File: config.mk
export PLATFORM = sky130hd
export DESIGN_NAME = fmul_pipe_flat
export DESIGN_NICKNAME = d
export VERILOG_FILES = /design/src/rtl/fmul_pipe_if.sv /design/src/rtl/fmul_pipe.sv /design/src/flat_wrapper.sv
export SDC_FILE = /design/constraint.sdc
export NUM_CORES = 2
export LEC_CHECK = 0
export ABC_CLOCK_PERIOD_IN_PS = 8020
export CAP_MARGIN = 20
export CORE_MARGIN = 1.5
export CORE_UTILIZATION = 50
export DETAILED_ROUTE_END_ITERATION = 7
export DONT_BUFFER_PORTS = 1
export PLACE_DENSITY_LB_ADDON = 0.15
export SLEW_MARGIN = 20
export SYNTH_ARGS = -nofsm -noshare
export SYNTH_HDL_FRONTEND = slang
export SYNTH_SLANG_ARGS = --single-unit
File: constraint.sdc
create_clock -name clk -period 8.02 [get_ports clk]
set_input_delay 1.203 -clock clk [delete_from_list [all_inputs] [get_ports clk]]
set_output_delay 1.203 -clock clk [all_outputs]
set_load 0.02 [all_outputs]
File: src/rtl/fmul_pipe_if.sv
// Operand/result handshake bundle for the pipelined single-precision multiplier.
// The multiplier uses the slave modport; the producer/consumer side uses master.
interface fmul_pipe_if;
  localparam int unsigned W = 32;

  logic         in_valid;
  logic         in_ready;
  logic [W-1:0] x1;
  logic [W-1:0] x2;
  logic         out_valid;
  logic         out_ready;
  logic [W-1:0] y;

  modport master (
    output in_valid, x1, x2, out_ready,
    input  in_ready, out_valid, y
  );

  modport slave (
    input  in_valid, x1, x2, out_ready,
    output in_ready, out_valid, y
  );
endinterface

File: src/rtl/fmul_pipe.sv
// Three-stage single-precision multiplier: RNE rounding, zero/subnormal flush,
// overflow saturates to signed infinity, NaN inputs treated as infinity.
module fmul_pipe (
  input  logic       clk,
  input  logic       rstn,
  fmul_pipe_if.slave bus
);
  localparam int unsigned EW = 8;
  localparam int unsigned MW = 23;
  localparam int unsigned SW = MW + 1;
  localparam int unsigned HW = SW / 2;
  localparam int unsigned QW = SW + HW;
  localparam int unsigned PW = 2 * SW;
  localparam int unsigned XW = 10;
  localparam int unsigned BW = 32;

  localparam logic signed [XW-1:0] EMAX  = 10'sd255;
  localparam logic signed [XW-1:0] EZERO = 10'sd0;
  localparam logic        [XW-1:0] BIAS  = 10'd127;

  typedef struct packed {
    logic          s;
    logic [EW-1:0] e;
    logic [MW-1:0] m;
  } fp_t;

  // Stage registers
  logic                 r_v1, r_v2, r_v3;
  logic                 r_sy1, r_sy2;
  logic                 r_z1, r_z2;
  logic                 r_inf1, r_inf2;
  logic signed [XW-1:0] r_e0, r_e1;
  logic [QW-1:0]        r_pp_lo, r_pp_hi;
  logic [MW-1:0]        r_mant;
  logic                 r_g, r_st;
  logic [BW-1:0]        r_y;

  logic w_adv;
  assign w_adv         = ~r_v3 | bus.out_ready;
  assign bus.in_ready  = w_adv;
  assign bus.out_valid = r_v3;
  assign bus.y         = r_y;

  // S1: unpack, flags, raw exponent and two 24x12 partial products
  fp_t                  w_a, w_b;
  logic [SW-1:0]        w_sa, w_sb;
  logic [QW-1:0]        w_pp_lo, w_pp_hi;
  logic                 w_z1, w_inf1;
  logic signed [XW-1:0] w_e0;

  assign w_a     = fp_t'(bus.x1);
  assign w_b     = fp_t'(bus.x2);
  assign w_sa    = {1'b1, w_a.m};
  assign w_sb    = {1'b1, w_b.m};
  assign w_pp_lo = QW'(w_sa) * QW'(w_sb[HW-1:0]);
  assign w_pp_hi = QW'(w_sa) * QW'(w_sb[SW-1:HW]);
  assign w_z1    = (w_a.e == '0) | (w_b.e == '0);
  assign w_inf1  = ~w_z1 & ((&w_a.e) | (&w_b.e));
  assign w_e0    = $signed(XW'(w_a.e) + XW'(w_b.e) - BIAS);

  // S2: exact 48-bit product, normalize to 1.m with guard and sticky
  logic [PW-1:0]        w_p;
  logic [MW-1:0]        w_mant;
  logic                 w_g, w_st;
  logic signed [XW-1:0] w_e1;

  assign w_p = PW'(r_pp_lo) + (PW'(r_pp_hi) << HW);

  always_comb begin
    w_mant = w_p[PW-3:PW-2-MW];
    w_g    = w_p[PW-3-MW];
    w_st   = |w_p[PW-4-MW:0];
    w_e1   = r_e0;
    if (w_p[PW-1]) begin
      w_mant = w_p[PW-2:PW-1-MW];
      w_g    = w_p[PW-2-MW];
      w_st   = |w_p[PW-3-MW:0];
      w_e1   = r_e0 + 10'sd1;
    end
  end

  // S3: round to nearest even, then pick special / saturated / normal result
  logic                 w_up;
  logic [MW:0]          w_mr;
  logic signed [XW-1:0] w_e2;
  logic [BW-1:0]        w_y;

  assign w_up = r_g & (r_st | r_mant[0]);
  assign w_mr = {1'b0, r_mant} + (MW+1)'(w_up);
  assign w_e2 = r_e1 + $signed(XW'(w_mr[MW]));

  always_comb begin
    w_y = {r_sy2, w_e2[EW-1:0], w_mr[MW-1:0]};
    if (r_z2) begin
      w_y = {r_sy2, {EW{1'b0}}, {MW{1'b0}}};
    end else if (r_inf2) begin
      w_y = {r_sy2, {EW{1'b1}}, {MW{1'b0}}};
    end else if (w_e2 >= EMAX) begin
      w_y = {r_sy2, {EW{1'b1}}, {MW{1'b0}}};
    end else if (w_e2 <= EZERO) begin
      w_y = {r_sy2, {EW{1'b0}}, {MW{1'b0}}};
    end
  end

  // Whole pipe moves together; bubbles advance like data
  always_ff @(posedge clk or negedge rstn) begin
    if (!rstn) begin
      r_v1    <= 1'b0;
      r_v2    <= 1'b0;
      r_v3    <= 1'b0;
      r_sy1   <= 1'b0;
      r_sy2   <= 1'b0;
      r_z1    <= 1'b0;
      r_z2    <= 1'b0;
      r_inf1  <= 1'b0;
      r_inf2  <= 1'b0;
      r_e0    <= '0;
      r_e1    <= '0;
      r_pp_lo <= '0;
      r_pp_hi <= '0;
      r_mant  <= '0;
      r_g     <= 1'b0;
      r_st    <= 1'b0;
      r_y     <= '0;
    end else if (w_adv) begin
      r_v1    <= bus.in_valid;
      r_sy1   <= w_a.s ^ w_b.s;
      r_z1    <= w_z1;
      r_inf1  <= w_inf1;
      r_e0    <= w_e0;
      r_pp_lo <= w_pp_lo;
      r_pp_hi <= w_pp_hi;
      r_v2    <= r_v1;
      r_sy2   <= r_sy1;
      r_z2    <= r_z1;
      r_inf2  <= r_inf1;
      r_e1    <= w_e1;
      r_mant  <= w_mant;
      r_g     <= w_g;
      r_st    <= w_st;
      r_v3    <= r_v2;
      r_y     <= w_y;
    end
  end
endmodule

File: src/flat_wrapper.sv
// flat-port wrapper written by rule: the top's interface ports become plain ports
module fmul_pipe_flat 
  (clk, rstn, bus_in_valid, bus_x1, bus_x2, bus_out_ready, bus_in_ready, bus_out_valid, bus_y);
  fmul_pipe_if bus_i ();
  input  logic clk;
  input  logic rstn;
  input wire logic [$bits(bus_i.in_valid)-1:0] bus_in_valid;
  input wire logic [$bits(bus_i.x1)-1:0] bus_x1;
  input wire logic [$bits(bus_i.x2)-1:0] bus_x2;
  input wire logic [$bits(bus_i.out_ready)-1:0] bus_out_ready;
  output wire logic [$bits(bus_i.in_ready)-1:0] bus_in_ready;
  output wire logic [$bits(bus_i.out_valid)-1:0] bus_out_valid;
  output wire logic [$bits(bus_i.y)-1:0] bus_y;
  assign bus_i.in_valid = bus_in_valid;
  assign bus_i.x1 = bus_x1;
  assign bus_i.x2 = bus_x2;
  assign bus_i.out_ready = bus_out_ready;
  assign bus_in_ready = bus_i.in_ready;
  assign bus_out_valid = bus_i.out_valid;
  assign bus_y = bus_i.y;
  fmul_pipe u_core (.clk(clk), .rstn(rstn), .bus(bus_i));
endmodule
# ---- Word level (Yosys, flattened, before mapping)
# Cells that the tools add are included.
dict set report totals {
  register_bits 158
  inputBits 68
  out_inout_bits 34
  word_cells 50
}
dict set report classes {
  n_reduce_logical 6
  addsub 6
  bitwise 9
  n_lt_le_gt_ge 2
  muxes 8
  n_mul 2
}
# operator n
set op_table {}
lappend op_table {{$mux 31} 4}
lappend op_table {{$mul 24x12->36} 2}
lappend op_table {{$add 36x48->48} 1}
lappend op_table {{$add 23x1->24} 1}
lappend op_table {{$mux 23} 1}
lappend op_table {{$reduce_or 23->1} 1}
lappend op_table {{$reduce_or 22->1} 1}
lappend op_table {{$logic_not 8->1} 2}
lappend op_table {{$reduce_and 8->1} 2}
lappend op_table {{$add 10x2->10} 1}
lappend op_table {{$add 10x2->10 const B} 1}
lappend op_table {{$ge 10x9->1 const B} 1}
lappend op_table {{$le 10x1->1 const B} 1}
lappend op_table {{$mux 10} 1}
lappend op_table {{$sub 10x7->10 const B} 1}
lappend op_table {{$add 8x8->9} 1}
lappend op_table {{$or 1x1->1} 4}
lappend op_table {{$and 1x1->1} 2}
lappend op_table {{$mux 1} 2}
lappend op_table {{$not 1->1} 2}
lappend op_table {{$xor 1x1->1} 1}

# ---- Longest topological paths before layout
dict set report depth {
  depth_word 9
  depth_mapped 23
}

# ---- Worst setup path before layout
# Ideal clock, no wire load.
dict set report synth_path {
  path_type {input port to flip-flop}
  start {in bus_x1[1]}
  end {reg u_core.r_pp_hi[27]}
  arrival_ns 6.393
  cell_stages 21
  path_slack_ns 1.479
  path_cell_list {clkbuf_1 clkbuf_1 nand2_1 fa_1 fa_1 fa_1 inv_1 fa_1 inv_1 fa_1 inv_1 ha_1 and3_1 and3_1 a2111oi_0 nor3_1 or2_1 a41o_1 a21oi_1 xor2_1 a21oi_1}
}
dict set report synth_between {
  elab_chain_len 1
}
# item line
set synth_rtl {}
lappend synth_rtl {{start: declaration} flat_wrapper.sv:8} ;# input wire logic [$bits(bus_i.x1)-1:0] bus_x1;
lappend synth_rtl {{$mul 24x12->36} fmul_pipe.sv:56} ;# assign w_pp_hi = QW'(w_sa) * QW'(w_sb[SW-1:HW]);
lappend synth_rtl {{end signal: assignment} fmul_pipe.sv:132} ;# r_pp_hi <= w_pp_hi;
lappend synth_rtl {{end: declaration} fmul_pipe.sv:33} ;# logic [QW-1:0] r_pp_lo, r_pp_hi;
# Every way passes these cells.
# A chain may end at the register's enable or synchronous reset.

# ---- Worst setup path in the final report
# Same ends and word-level chain as after synthesis.

==> results.py <==
metrics = {
    "synth": {
        "synth_top_flop_cell": "dfrtp_1",
        "synth_area_leaders": "fa_1 (33%), dfrtp_1 (15%), ha_1 (8.7%), nand2_1 (8.6%), inv_1 (8.5%)",
        "netlist_instances": 3127,
        "synthTopCellsByCount": "nand2_1 (605), inv_1 (601), fa_1 (442), ha_1 (185), dfrtp_1 (158)",
        "synth-edff-count": 0,
        "synth_warnings": 0,
        "ys_async_sr_fraction_pct": 100,
        "synth_nets": 3822,
        "yosysUniqueCellTypes": 78,
        "seq_area_frac_synth_pct": 14.9,
        "netlist_area_mm2": 0.0265,
        "syn_avg_cell_area_um2": 8.48,
        "yosysTopAreaCell": "fa_1",
        "synth_most_common_cell": "nand2_1",
        "synth-seq-cells": 158,
        "synth_top_area_share_pct": 33.4,
    },
    "clock_tree": {
        "cts_hold_buffers": 0,
        "postCtsSetupBuffers": 0,
        "clk_pin_slew_ns": 0.06,
        "cts_tree": "built",
        "cts-root-buf": "clkbuf_16",
        "cts_max_path_buffers": 2,
        "cts_sinks": 158,
        "cts_buffers": 17,
        "clock_latency_ns": 0.44,
        "htreeDepth": 4,
        "cts_resized": 0,
    },
    "cells_and_area": {
        "fin_area_mm2": 0.0275,
        "final_util_pct": 52.4,
        "num_antenna_cells": 0,
        "layout-drive-gt1-share_pct": 2.12,
        "final_cells": 3706,
        "num-nets-final": 3700,
        "synthToLayoutAreaGrowth_pct": 3.59,
    },
    "timing": {
        "rsz0062_at_grt": "false",
        "fmax_ghz": 0.156,
        "finalCritPeriodShare_pct": 79.8,
        "drv_slew": 0,
        "finalHoldViolations": 0,
        "tightest_slew_ns": 0.814,
        "clock_skew_ns": 0.0112,
        "setup_tns_ns": 0,
        "slew_headroom_pct": 45.6,
        "setup-violations-final": 0,
        "period_needed_ns": 6.40,
    },
    "critical_path": {
        "start_kind": "input port",
        "critPathSlowestCell": "a2111oi_0",
        "end_kind": "flop",
        "worstPathRequired_ns": 8.32,
        "crit_arrival_ns": 6.70,
        "crit_buf_inv": 5,
        "worstPathCellList": "inv_1 -> nor2_1 -> fa_1 -> inv_1 -> fa_1 -> inv_1 -> fa_1 -> fa_1 -> inv_1 -> fa_1 -> inv_1 -> ha_1 -> and3_1 -> and3_1 -> a2111oi_0 -> nor3_1 -> or2_1 -> a41o_1 -> a21oi_1 -> xor2_1 -> a21oi_1",
        "path_class": "in2reg",
        "cp_top_family": "adder cells",
        "cpPeakStageDelay_ns": 0.65,
        "crit_fanout": 18,
    },
    "detailed_routing": {
        "routed_via_density": 5.43,
        "drc": 0,
        "drtPass1Iterations": 5,
        "drt_iter0_markers": 1355,
        "vias": 20111,
        "ant_nets": 0,
        "routed_wl_mm": 68.1,
        "wl_per_cell_um": 18.4,
    },
    "floorplan": {
        "core_mm2": 0.0524,
        "fp.dieArea_mm2": 0.0544,
        "rows": 84,
        "io_pins": 102,
        "fp.dieH_um": 233,
        "die_w_um": 233,
        "start_util_pct": 50.5,
    },
    "flow_run": {
        "cap_violations": 0,
    },
    "global_routing": {
        "grt_pass1_wl_mm": 111,
        "grt_pass1_vias": 20756,
        "grt_antenna_before_repair": 0,
        "grt.overflow.total": 0,
        "grt.total_usage_pct": 26.1,
        "grt_max_degree": 159,
    },
    "placement": {
        "place_congestion": 0.925,
        "placed_cells": 3674,
        "dpl_cell_area_mm2": 0.0268,
        "port_buffers": 0,
        "place_hpwl_mm": 53.9,
    },
    "run_status": {
        "status": "completed",
    },
    "min_path": {
        "hold_path.class": "in2async",
    },
}
-- cell usage in the layout, fill, tap and decap left out, drive strengths merged, types with 9 or more instances in the layout --
master / instances
nor2b: 12
clkbuf: 19
nand2b: 12
nor3: 26
fa: 442
a31oi: 13
nor2: 126
nor4: 9
ha: 185
a211oi: 15
dfrtp: 158
xnor2: 63
nand3: 44
inv: 605
xor2: 68
o21ai: 133
o21a: 12
a21oi: 120
mux2i: 12
nand4: 24
o31ai: 19
o21bai: 10
and3: 27
and2: 113
a21o: 25
nand2: 606
-- final cells by class --
type	instances	area [um^2]
clock buffers	19	453
clock inverters	13	154
fillers	4999	25000
inverters	601	2260
multi-input cells	2221	19700
flip-flops and latches	158	3950
well taps	688	861
repair buffers	6	45.0
-- metrics by stage --
stage / setup WS [ns] / hold WS, ns
6_report: 1.62 / 0.456
5_1_grt: 1.28 / 0.434
4_1_cts: 1.64 / 0.438
3_5_place_dp: 1.18 / 0.456
3_3_place_gp: 1.23 / 0.449
2_1_floorplan: 1.48 / 0.430
-- path summary, 6_finish.rpt --
check                                             start                             end  slack (ns)  cells past startpoint
max reg2reg                u_core.r_mant[0]$_DFFE_PN0P_     u_core.bus.y[6]$_DFFE_PN0P_        3.79                     16
min                                                rstn    u_core.bus.y[29]$_DFFE_PN0P_        0.46                      0
max in group asynchronous                          rstn   u_core.r_pp_hi[0]$_DFFE_PN0P_        7.33                      0
min in group clk              u_core.r_inf2$_DFFE_PN0P_       u_core.r_inf2$_DFFE_PN0P_        0.47                      2
max                                           bus_x1[1]  u_core.r_pp_hi[27]$_DFFE_PN0P_        1.62                     21
min reg2reg                   u_core.r_inf2$_DFFE_PN0P_       u_core.r_inf2$_DFFE_PN0P_        0.47                      2
-- per-layer routing --
| layer | GRT usage (%) | part of all wire, % | vias up |
|---|---|---|---|
| met5 | 0 | 0 | - |
| met4 | 7.46 | 2.2 | 0 |
| met3 | 3.55 | 5.5 | 70 |
| met2 | 41.2 | 45 | 542 |
| met1 | 37.3 | 47 | 10081 |
| li1 | - | - | 9418 |
-- cells by family after synthesis --
family	share of synthesized area, %
flops	14.9
simple gates	17.4
mux	0.751
xor+xnor	4.36
compound gates	9.73
buf+inv	10.7
fa+ha+maj	42.1
-- flip-flops by register name, summed over array words and instances, names as in the netlist, 10 cells and up --
signal and flops:
u_core.bus.y 32, u_core.r_e0 10, u_core.r_e1 10, u_core.r_mant 23, u_core.r_pp_hi 36, u_core.r_pp_lo 36
Power is left out: the tool's default activity adds up to more than one toggle a clock period on the data nets, which glitch-free logic cannot reach.
